<file path="config.mk">
export PLATFORM = sky130hd
export DESIGN_NAME = fetch_sequencer_flat
export DESIGN_NICKNAME = d
export VERILOG_FILES = /design/src/rtl/cpu_pkg.sv /design/src/rtl/fetch_sequencer_if.sv /design/src/rtl/fetch_sequencer.sv /design/src/flat_wrapper.sv
export SDC_FILE = /design/constraint.sdc
export NUM_CORES = 1
export LEC_CHECK = 0
export ABC_CLOCK_PERIOD_IN_PS = 2900
export CAP_MARGIN = 20
export CORE_UTILIZATION = 44
export CTS_BUF_LIST = sky130_fd_sc_hd__clkbuf_4 sky130_fd_sc_hd__clkbuf_8 sky130_fd_sc_hd__clkbuf_16
export DETAILED_ROUTE_END_ITERATION = 10
export HOLD_SLACK_MARGIN = 0.08
export PLACE_DENSITY = 0.9
export SYNTH_ARGS = -nofsm -noshare
export SYNTH_HDL_FRONTEND = slang
export SYNTH_SLANG_ARGS = --single-unit
export TNS_END_PERCENT = 20
</file>
<file path="constraint.sdc">
create_clock -name clk -period 2.9 [get_ports clk]
set_input_delay 0.58 -clock clk [delete_from_list [all_inputs] [get_ports clk]]
set_output_delay 0.58 -clock clk [all_outputs]
set_load 0.01 [all_outputs]
</file>
<file path="src/rtl/cpu_pkg.sv">
// rtl/cpu_pkg.sv - shared CPU constants and fetch sequencer state type
// Purpose: datapath width, instruction size, default boot/trap vectors and the
//          fetch_state_t encoding used by fetch_sequencer.
// Ports:   none (package).
package cpu_pkg;

  localparam int XLEN        = 32;
  localparam int INSTR_BYTES = 4;

  localparam logic [XLEN-1:0] RESET_VECTOR = 32'h0000_0000;
  localparam logic [XLEN-1:0] TRAP_VECTOR  = 32'h0000_0100;

  typedef enum logic [1:0] {
    BOOT,
    REQUEST,
    WAIT
  } fetch_state_t;

endpackage

</file>
<file path="src/rtl/fetch_sequencer_if.sv">
// rtl/fetch_sequencer_if.sv - instruction memory request/response bus
// Purpose: groups the imem handshake between fetch_sequencer (master) and the
//          instruction memory (slave). The request address is the program
//          counter output and is not carried on this bus.
// Signals: req_valid  master->slave  fetch request
//          req_ready  slave->master  request accepted when valid && ready
//          rsp_valid  slave->master  one-cycle response pulse
//          rsp_data   slave->master  fetched instruction word
interface fetch_sequencer_if;
  import cpu_pkg::*;

  logic                       req_valid;
  logic                       req_ready;
  logic                       rsp_valid;
  logic [INSTR_BYTES*8-1:0]   rsp_data;

  modport master (output req_valid, input req_ready, input rsp_valid, input rsp_data);
  modport slave  (input req_valid, output req_ready, output rsp_valid, output rsp_data);

endinterface

</file>
<file path="src/rtl/fetch_sequencer.sv">
// rtl/fetch_sequencer.sv - one-outstanding instruction fetch sequencer
// Purpose: drives the sibling program_counter (enable_n / load / new_address),
//          issues one imem request at a time from pc_address and returns each
//          fetched word tagged with the address it came from. Branch/jump
//          redirects from execute override everything except reset.
// Optional: PC_CTRL_MISALIGN_TRAP_EN - misaligned redirect targets go to
//          TRAP_VECTOR with a misaligned_trap pulse; otherwise the low target
//          bits are cleared and misaligned_trap stays 0.
// Ports:   clk, reset_n (async active-low)
//          stall, redirect_valid, redirect_target      from decode / execute
//          pc_enable_n, pc_load, pc_new_address        to program_counter
//          pc_address                                  from program_counter
//          imem (fetch_sequencer_if.master)            instruction memory bus
//          instr_valid, instr, instr_pc                to decode
//          misaligned_trap                             redirect trap pulse
module fetch_sequencer #(
  parameter int XLEN = cpu_pkg::XLEN,
  parameter logic [XLEN-1:0] RESET_VECTOR = cpu_pkg::RESET_VECTOR
`ifdef PC_CTRL_MISALIGN_TRAP_EN
  ,
  parameter logic [XLEN-1:0] TRAP_VECTOR = cpu_pkg::TRAP_VECTOR
`endif
) (
  input  logic                       clk,
  input  logic                       reset_n,
  input  logic                       stall,
  input  logic                       redirect_valid,
  input  logic [XLEN-1:0]            redirect_target,
  output logic                       pc_enable_n,
  output logic                       pc_load,
  output logic [XLEN-1:0]            pc_new_address,
  input  logic [XLEN-1:0]            pc_address,
  fetch_sequencer_if.master          imem,
  output logic                       instr_valid,
  output logic [31:0]                instr,
  output logic [XLEN-1:0]            instr_pc,
  output logic                       misaligned_trap
);
  import cpu_pkg::*;

  fetch_state_t    state, state_next;
  logic            kill, kill_next;
  logic [XLEN-1:0] req_pc;
  logic            capture;
  logic            deliver;
  logic [XLEN-1:0] redirect_addr;
  logic            redirect_trap;

  always_comb begin
    redirect_addr = redirect_target & ~XLEN'(INSTR_BYTES - 1);
    redirect_trap = 1'b0;
`ifdef PC_CTRL_MISALIGN_TRAP_EN
    if (redirect_target[1:0] != 2'b00) begin
      redirect_addr = TRAP_VECTOR;
      redirect_trap = 1'b1;
    end
`endif
  end

  always_comb begin
    state_next      = state;
    kill_next       = kill;
    capture         = 1'b0;
    deliver         = 1'b0;
    pc_enable_n     = 1'b1;
    pc_load         = 1'b0;
    pc_new_address  = '0;
    imem.req_valid  = 1'b0;
    misaligned_trap = 1'b0;

    case (state)
      BOOT: begin
        pc_enable_n    = 1'b0;
        pc_load        = 1'b1;
        pc_new_address = RESET_VECTOR;
        state_next     = REQUEST;
      end

      REQUEST: begin
        if (redirect_valid) begin
          pc_enable_n     = 1'b0;
          pc_load         = 1'b1;
          pc_new_address  = redirect_addr;
          misaligned_trap = redirect_trap;
        end else begin
          imem.req_valid = !stall;
          if (!stall && imem.req_ready) begin
            capture    = 1'b1;
            state_next = WAIT;
          end
        end
      end

      WAIT: begin
        if (redirect_valid) begin
          pc_enable_n     = 1'b0;
          pc_load         = 1'b1;
          pc_new_address  = redirect_addr;
          misaligned_trap = redirect_trap;
          // A response landing with the redirect retires the in-flight fetch
          // right here; otherwise its word is still coming and must be dropped.
          if (imem.rsp_valid) begin
            kill_next  = 1'b0;
            state_next = REQUEST;
          end else begin
            kill_next = 1'b1;
          end
        end else if (imem.rsp_valid) begin
          state_next = REQUEST;
          if (kill) begin
            kill_next = 1'b0;
          end else begin
            deliver     = 1'b1;
            pc_enable_n = 1'b0;
          end
        end
      end

      default: state_next = BOOT;
    endcase

    // Reset must reach the program_counter and imem controls immediately,
    // not only after the next clock edge.
    if (!reset_n) begin
      pc_enable_n     = 1'b1;
      pc_load         = 1'b0;
      pc_new_address  = '0;
      imem.req_valid  = 1'b0;
      misaligned_trap = 1'b0;
    end
  end

  always_ff @(posedge clk or negedge reset_n) begin
    if (!reset_n) begin
      state       <= BOOT;
      kill        <= 1'b0;
      req_pc      <= '0;
      instr_valid <= 1'b0;
      instr       <= '0;
      instr_pc    <= '0;
    end else begin
      state       <= state_next;
      kill        <= kill_next;
      instr_valid <= deliver;
      if (capture) begin
        req_pc <= pc_address;
      end
      if (deliver) begin
        instr    <= imem.rsp_data;
        instr_pc <= req_pc;
      end
    end
  end

endmodule

</file>
<file path="src/flat_wrapper.sv">
// flat-port wrapper written by rule: the top's interface ports become plain ports
module fetch_sequencer_flat import cpu_pkg::*;
#(
  parameter int XLEN = cpu_pkg::XLEN,
  parameter logic [XLEN-1:0] RESET_VECTOR = cpu_pkg::RESET_VECTOR

)
  (clk, reset_n, stall, redirect_valid, redirect_target, pc_enable_n, pc_load, pc_new_address, pc_address, instr_valid, instr, instr_pc, misaligned_trap, imem_req_valid, imem_req_ready, imem_rsp_valid, imem_rsp_data);
  fetch_sequencer_if imem_i ();
  input  logic clk;
  input  logic reset_n;
  input  logic stall;
  input  logic redirect_valid;
  input  logic [XLEN-1:0] redirect_target;
  output logic pc_enable_n;
  output logic pc_load;
  output logic [XLEN-1:0] pc_new_address;
  input  logic [XLEN-1:0] pc_address;
  output logic instr_valid;
  output logic [31:0] instr;
  output logic [XLEN-1:0] instr_pc;
  output logic misaligned_trap;
  output wire logic [$bits(imem_i.req_valid)-1:0] imem_req_valid;
  input wire logic [$bits(imem_i.req_ready)-1:0] imem_req_ready;
  input wire logic [$bits(imem_i.rsp_valid)-1:0] imem_rsp_valid;
  input wire logic [$bits(imem_i.rsp_data)-1:0] imem_rsp_data;
  assign imem_req_valid = imem_i.req_valid;
  assign imem_i.req_ready = imem_req_ready;
  assign imem_i.rsp_valid = imem_rsp_valid;
  assign imem_i.rsp_data = imem_rsp_data;
  fetch_sequencer #(.XLEN(XLEN), .RESET_VECTOR(RESET_VECTOR)) u_core (.clk(clk), .reset_n(reset_n), .stall(stall), .redirect_valid(redirect_valid), .redirect_target(redirect_target), .pc_enable_n(pc_enable_n), .pc_load(pc_load), .pc_new_address(pc_new_address), .pc_address(pc_address), .imem(imem_i), .instr_valid(instr_valid), .instr(instr), .instr_pc(instr_pc), .misaligned_trap(misaligned_trap));
endmodule
</file>
== Word level (Yosys, flattened, before mapping) ==
Index checks and enable logic that the tools add are counted.
Word-level totals
  flip-flop bits (word level): 100
  input port bits: 102
  output and inout bits: 101
Cells by class
  eq/ne operators: 5
  mux-type cells: 29
  reduce and logical (&&, ||, !) cells: 7
Operator list (count)
  32-bit two-way mux: 3
  1-bit two-way mux: 20
  2-bit two-way mux: 3
  2-bit case mux with 3 select lines: 1
  2-bit inequality test, second input constant: 2
  1-bit case mux with 3 select lines: 1
  3-bit AND reduction: 1
  2-bit by 1-bit == test with 1-bit output, second input constant: 1
  2-bit == test, second input constant: 1
  2-bit logical NOT: 1
  2-bit by 1-bit inequality test with 1-bit output, second input constant: 1
  1-bit case mux with 2 select lines: 1
  2-bit AND reduction: 1
  2-bit nonzero test: 1
  2-bit OR reduction: 1
  1-bit logical AND: 1
  1-bit logical NOT: 1

== Longest topological paths before layout ==
  depth after elaboration: 5
  depth in mapped cells: 7

== Worst setup path before layout ==
OpenSTA, ideal clock, no wires.
  kind: register -> output
  start: register u_core.state[1]
  end: output port pc_new_address[10]
  data arrival time: 1.276 ns
  required time: 2.320 ns
  path slack: 1.044 ns
  stages on the path, launching flop included: 6
  path through: dfrtp_1 inv_1 ha_1 and3_2 clkbuf_1 and2_1
On the way
  word-level cells in the longest chain between the ends: 4
  elaborated cells between the ends (all ways): 5
  those cells by class: 2 x eq/ne; 2 x mux; 1 x reduce/logical
Ends and longest elaborated chain
  from (decl): RTL line fetch_sequencer.sv:41  | fetch_state_t state, state_next;
  from (signal assigned): RTL line fetch_sequencer.sv:142  | state <= state_next;
  2-bit by 1-bit == test with 1-bit output / 2-bit == test (equally long branches): RTL line fetch_sequencer.sv:71  | case (state)
  2-bit OR reduction (no line) *
  32-bit two-way mux *
  32-bit two-way mux *: RTL line fetch_sequencer.sv:124  | if (!reset_n) begin
  to (decl): RTL line flat_wrapper.sv:17  | output logic [XLEN-1:0] pc_new_address;
Every way passes the cells marked *; elsewhere a longest branch is shown, timed or not.

== Worst setup path in the final report ==
  start: register u_core.state[1]
  end: output port pc_new_address[25]
The elaborated chain is that of the path after synthesis.

==> metrics.md <==
| Metric | Value |
|---|---|
| Number of synthesized register bits | 100 |
| Placed Cells | 590 |
| Clock slew at reported path FFs | 100 ps |
| Mux contribution to synthesized area | 28.35% |
| Longest Clk Path Bufs | 2 |
| First-pass GRT wire length | approximately 15000 µm |
| Starting DRT DRC Count | 54 |
| Post-layout min period | between 2000 and 3000 ps |
| Yosys warns | 0 |
| Pint | 3.721 mW |
| Syn_area_per_cell | 15.61 µm² |
| Ys async rst share | 100.0% |
| Total grt overflow | 0 |
| Slew headroom | between 50% and 60% |
| Simple-gate portion of the synthesized area | just over 6% |
| Max IR drop VDD | 0.0004123 V |
| RSZ-0062 raised after global routing | no |
| CTS Hold Bufs | 0 |
| Remaining antenna violation count | 0 |
| Place WS | around 93 ps |
| Pwr/cell area | around 800 nW/µm² |
| Post-DP HPWL | 7294 µm |
| R2r endpoint | u_core.instr_pc[20] |
| Die width | 100.2 µm |
| Initial Util | between 40 and 50% |
| Clock group share of total power | 16.3% |
| Largest net degree at the start of global routing | 55 |
| Worst R2R Path Depth | 6 |
| Total chip power | 5.221 mW |
| Sequential share of the synthesized area | 58.94% |
| Yosys cell types | 25 |
| Slew @ Worst Pin | 652.9 ps |
| Layout area overhead | 53.85% |
| Final setup violation count | 0 |
| Num CTS Buffers | 9 |
| DRT Wirelength | 9678 µm |
| Cell Area, Synth | around 4200 µm² |
| Most frequent cells in the layout | clkdlybuf4s50_1 (196), dfrtp_1 (100), mux2_2 (66) |
| Status | complete, no violations |
| Adder-Cell Fraction of Synth Area | 1.474% |
| CP required | 2320 ps |
| Leak | just under 3 nW |
| Die extent in y | 100.2 µm |
| Nets | 580 |
| Compound-Gate Fraction of Synth Area | 1.090% |
| Endpoints failing hold | 0 |
| Cell Area, Placed | 6326 µm² |
| CTS tree | done |
| Crit start category | flop |
| Commonest non-fill, non-tap cell in the layout | clkdlybuf4s50_1 |
| Antenna violations before repair | 0 |
| CORE AREA | 9284 µm² |
| Synthesized instance count | 272 |
| Combinational power share | 40.2% |
| Vias per cell | roughly 4.7 |
| Clk root buf | clkbuf_8 |
| Port Buffers | between 150 and 200 |
| Final instance count without filler cells | about 610 |
| Setup Fix Bufs, Post-CTS | 0 |
| Share of post-route cells with drive strength above 1 | 26.36% |
| Clk_lat worst skew | 350 ps |
| Reg power frac | 43.6% |
| Crit. End Element | output pin |
| Max-slew violations | 0 |
| Max Clock Freq | 359.0 MHz |
| Post-synth EDFFs | 0 |
| Synth Area in XOR/XNOR | 0% |
| Avg WL per Cell | between 15 and 20 µm |
| Largest family of logic cells by synthesized area | multiplexers |
| Number of max-cap violations | 0 |
| Min-Delay Path Class | in -> async |
| Vias in the first global route | slightly above 3000 |
| Final WS setup | between 100 and 150 ps |
| DRC | 0 |
| Primary FF master, synth | dfrtp_1 |
| Sw Ratio | roughly 29% |
| Arr. time, crit path | about 2200 ps |
| Layout Skew | 9.977 ps |
| Post-layout util | 70.35% |
| Reg2Reg Setup Slack | about 870 ps |
| Antenna cell count | 0 |
| Fin area | 6531 µm² |
| Site row count | 35 |
| Drt first pass iters | 4 |
| CTS sink count | 100 |
| Switching Power | 1.500 mW |
| Die area | 10050 µm² |
| Final hold slack | 344.3 ps |
| Setup TNS | 0 ps |
| GR Util All Layers | approximately a fifth |
| Reg-to-Reg Start | u_core.state[0] |
| Worst Path Max Fanout | 15 |
| Crit path kind | reg -> out |
| Final Cycle Share | 96.05% |
| Vias post-DR | between 2000 and 3000 |
| Routability Congestion | 0.7335 |
| Number of I/O pins | 203 |
| CTS H-tree depth | 3 |
## cell families after synthesis
logic type,count (synthesis)
flops,100
mux,97
simple gates,42
buf+inv,19
compound gates,8
fa+ha+maj,5
other cells,1
## synthesized netlist by cell type, types with 2 or more instances
cell | number | share of area (%)
dfrtp_1 | 100 | 59
mux2_2 | 66 | 18
and2_1 | 30 | 4.4
mux2_4 | 30 | 11
buf_4 | 9 | 1.6
a21oi_1 | 5 | 0.59
ha_1 | 5 | 1.5
buf_12 | 3 | 1.4
clkbuf_1 | 3 | 0.27
nor2b_1 | 3 | 0.44
and3_2 | 2 | 0.35
inv_1 | 2 | 0.18
nor2_1 | 2 | 0.18
## final cells by class
type,instances,area [µm²]
clock inverters,6,56.30
repair buffers,204,2059
clock buffers,10,137.6
well taps,129,161.4
flip-flops and latches,100,2502
fillers,658,2753
multi-input cells,156,1607
inverters,2,7.507
## sequential cells by signal (all words and copies together) (netlist names)
| signal | flops |
|---|---|
| u_core.state | 2 |
| u_core.instr_pc | 32 |
| u_core.instr | 32 |
| u_core.req_pc | 32 |
| u_core.instr_valid | 1 |
| u_core.kill | 1 |
## worst max-delay path, stage by stage (launching register included)
cell and delay, ps:
dfrtp_1 440, inv_1 90, ha_1 330, and3_2 310, and2_1 170, clkdlybuf4s50_1 530
## worst max path at each step
stage | startpoint | to | slack, ps | cells after the start
global route | u_core.state[1] | pc_new_address[25] | 7 | 5
CTS | u_core.state[1] | pc_new_address[28] | 90 | 5
floorplan | u_core.state[1] | pc_new_address[10] | 1040 | 5
global placement | redirect_valid | pc_new_address[22] | 130 | 4
detailed placement | redirect_valid | pc_new_address[28] | 90 | 4
finish | u_core.state[1] | pc_new_address[25] | 110 | 5
## metal layers
layer / wire length, µm / vias to the layer above / global-route usage [%]
li1: - / 1326 / -
met1: 3699 / 1414 / 22.11
met2: 5232 / 115 / 35.14
met3: 602 / 15 / 5.571
met4: 144 / 0 / 4.459
met5: 0 / - / 0
## repair_timing
action,4_1_cts,5_1_grt
setup endpoints to repair,7,1
gates cloned,0,1
gates resized for setup,1,0
## power by group through the flow
stage               registers, mW  logic, mW  clock network (mW)
floorplan                    2.40      0.857                   0
global placement             2.26       2.04                   0
detailed placement           2.31       2.10                   0
CTS                          2.28       2.11               0.880
global route                 2.35       2.25               0.946
finish                       2.28       2.10               0.848
Power figures use the tool's default switching activity.
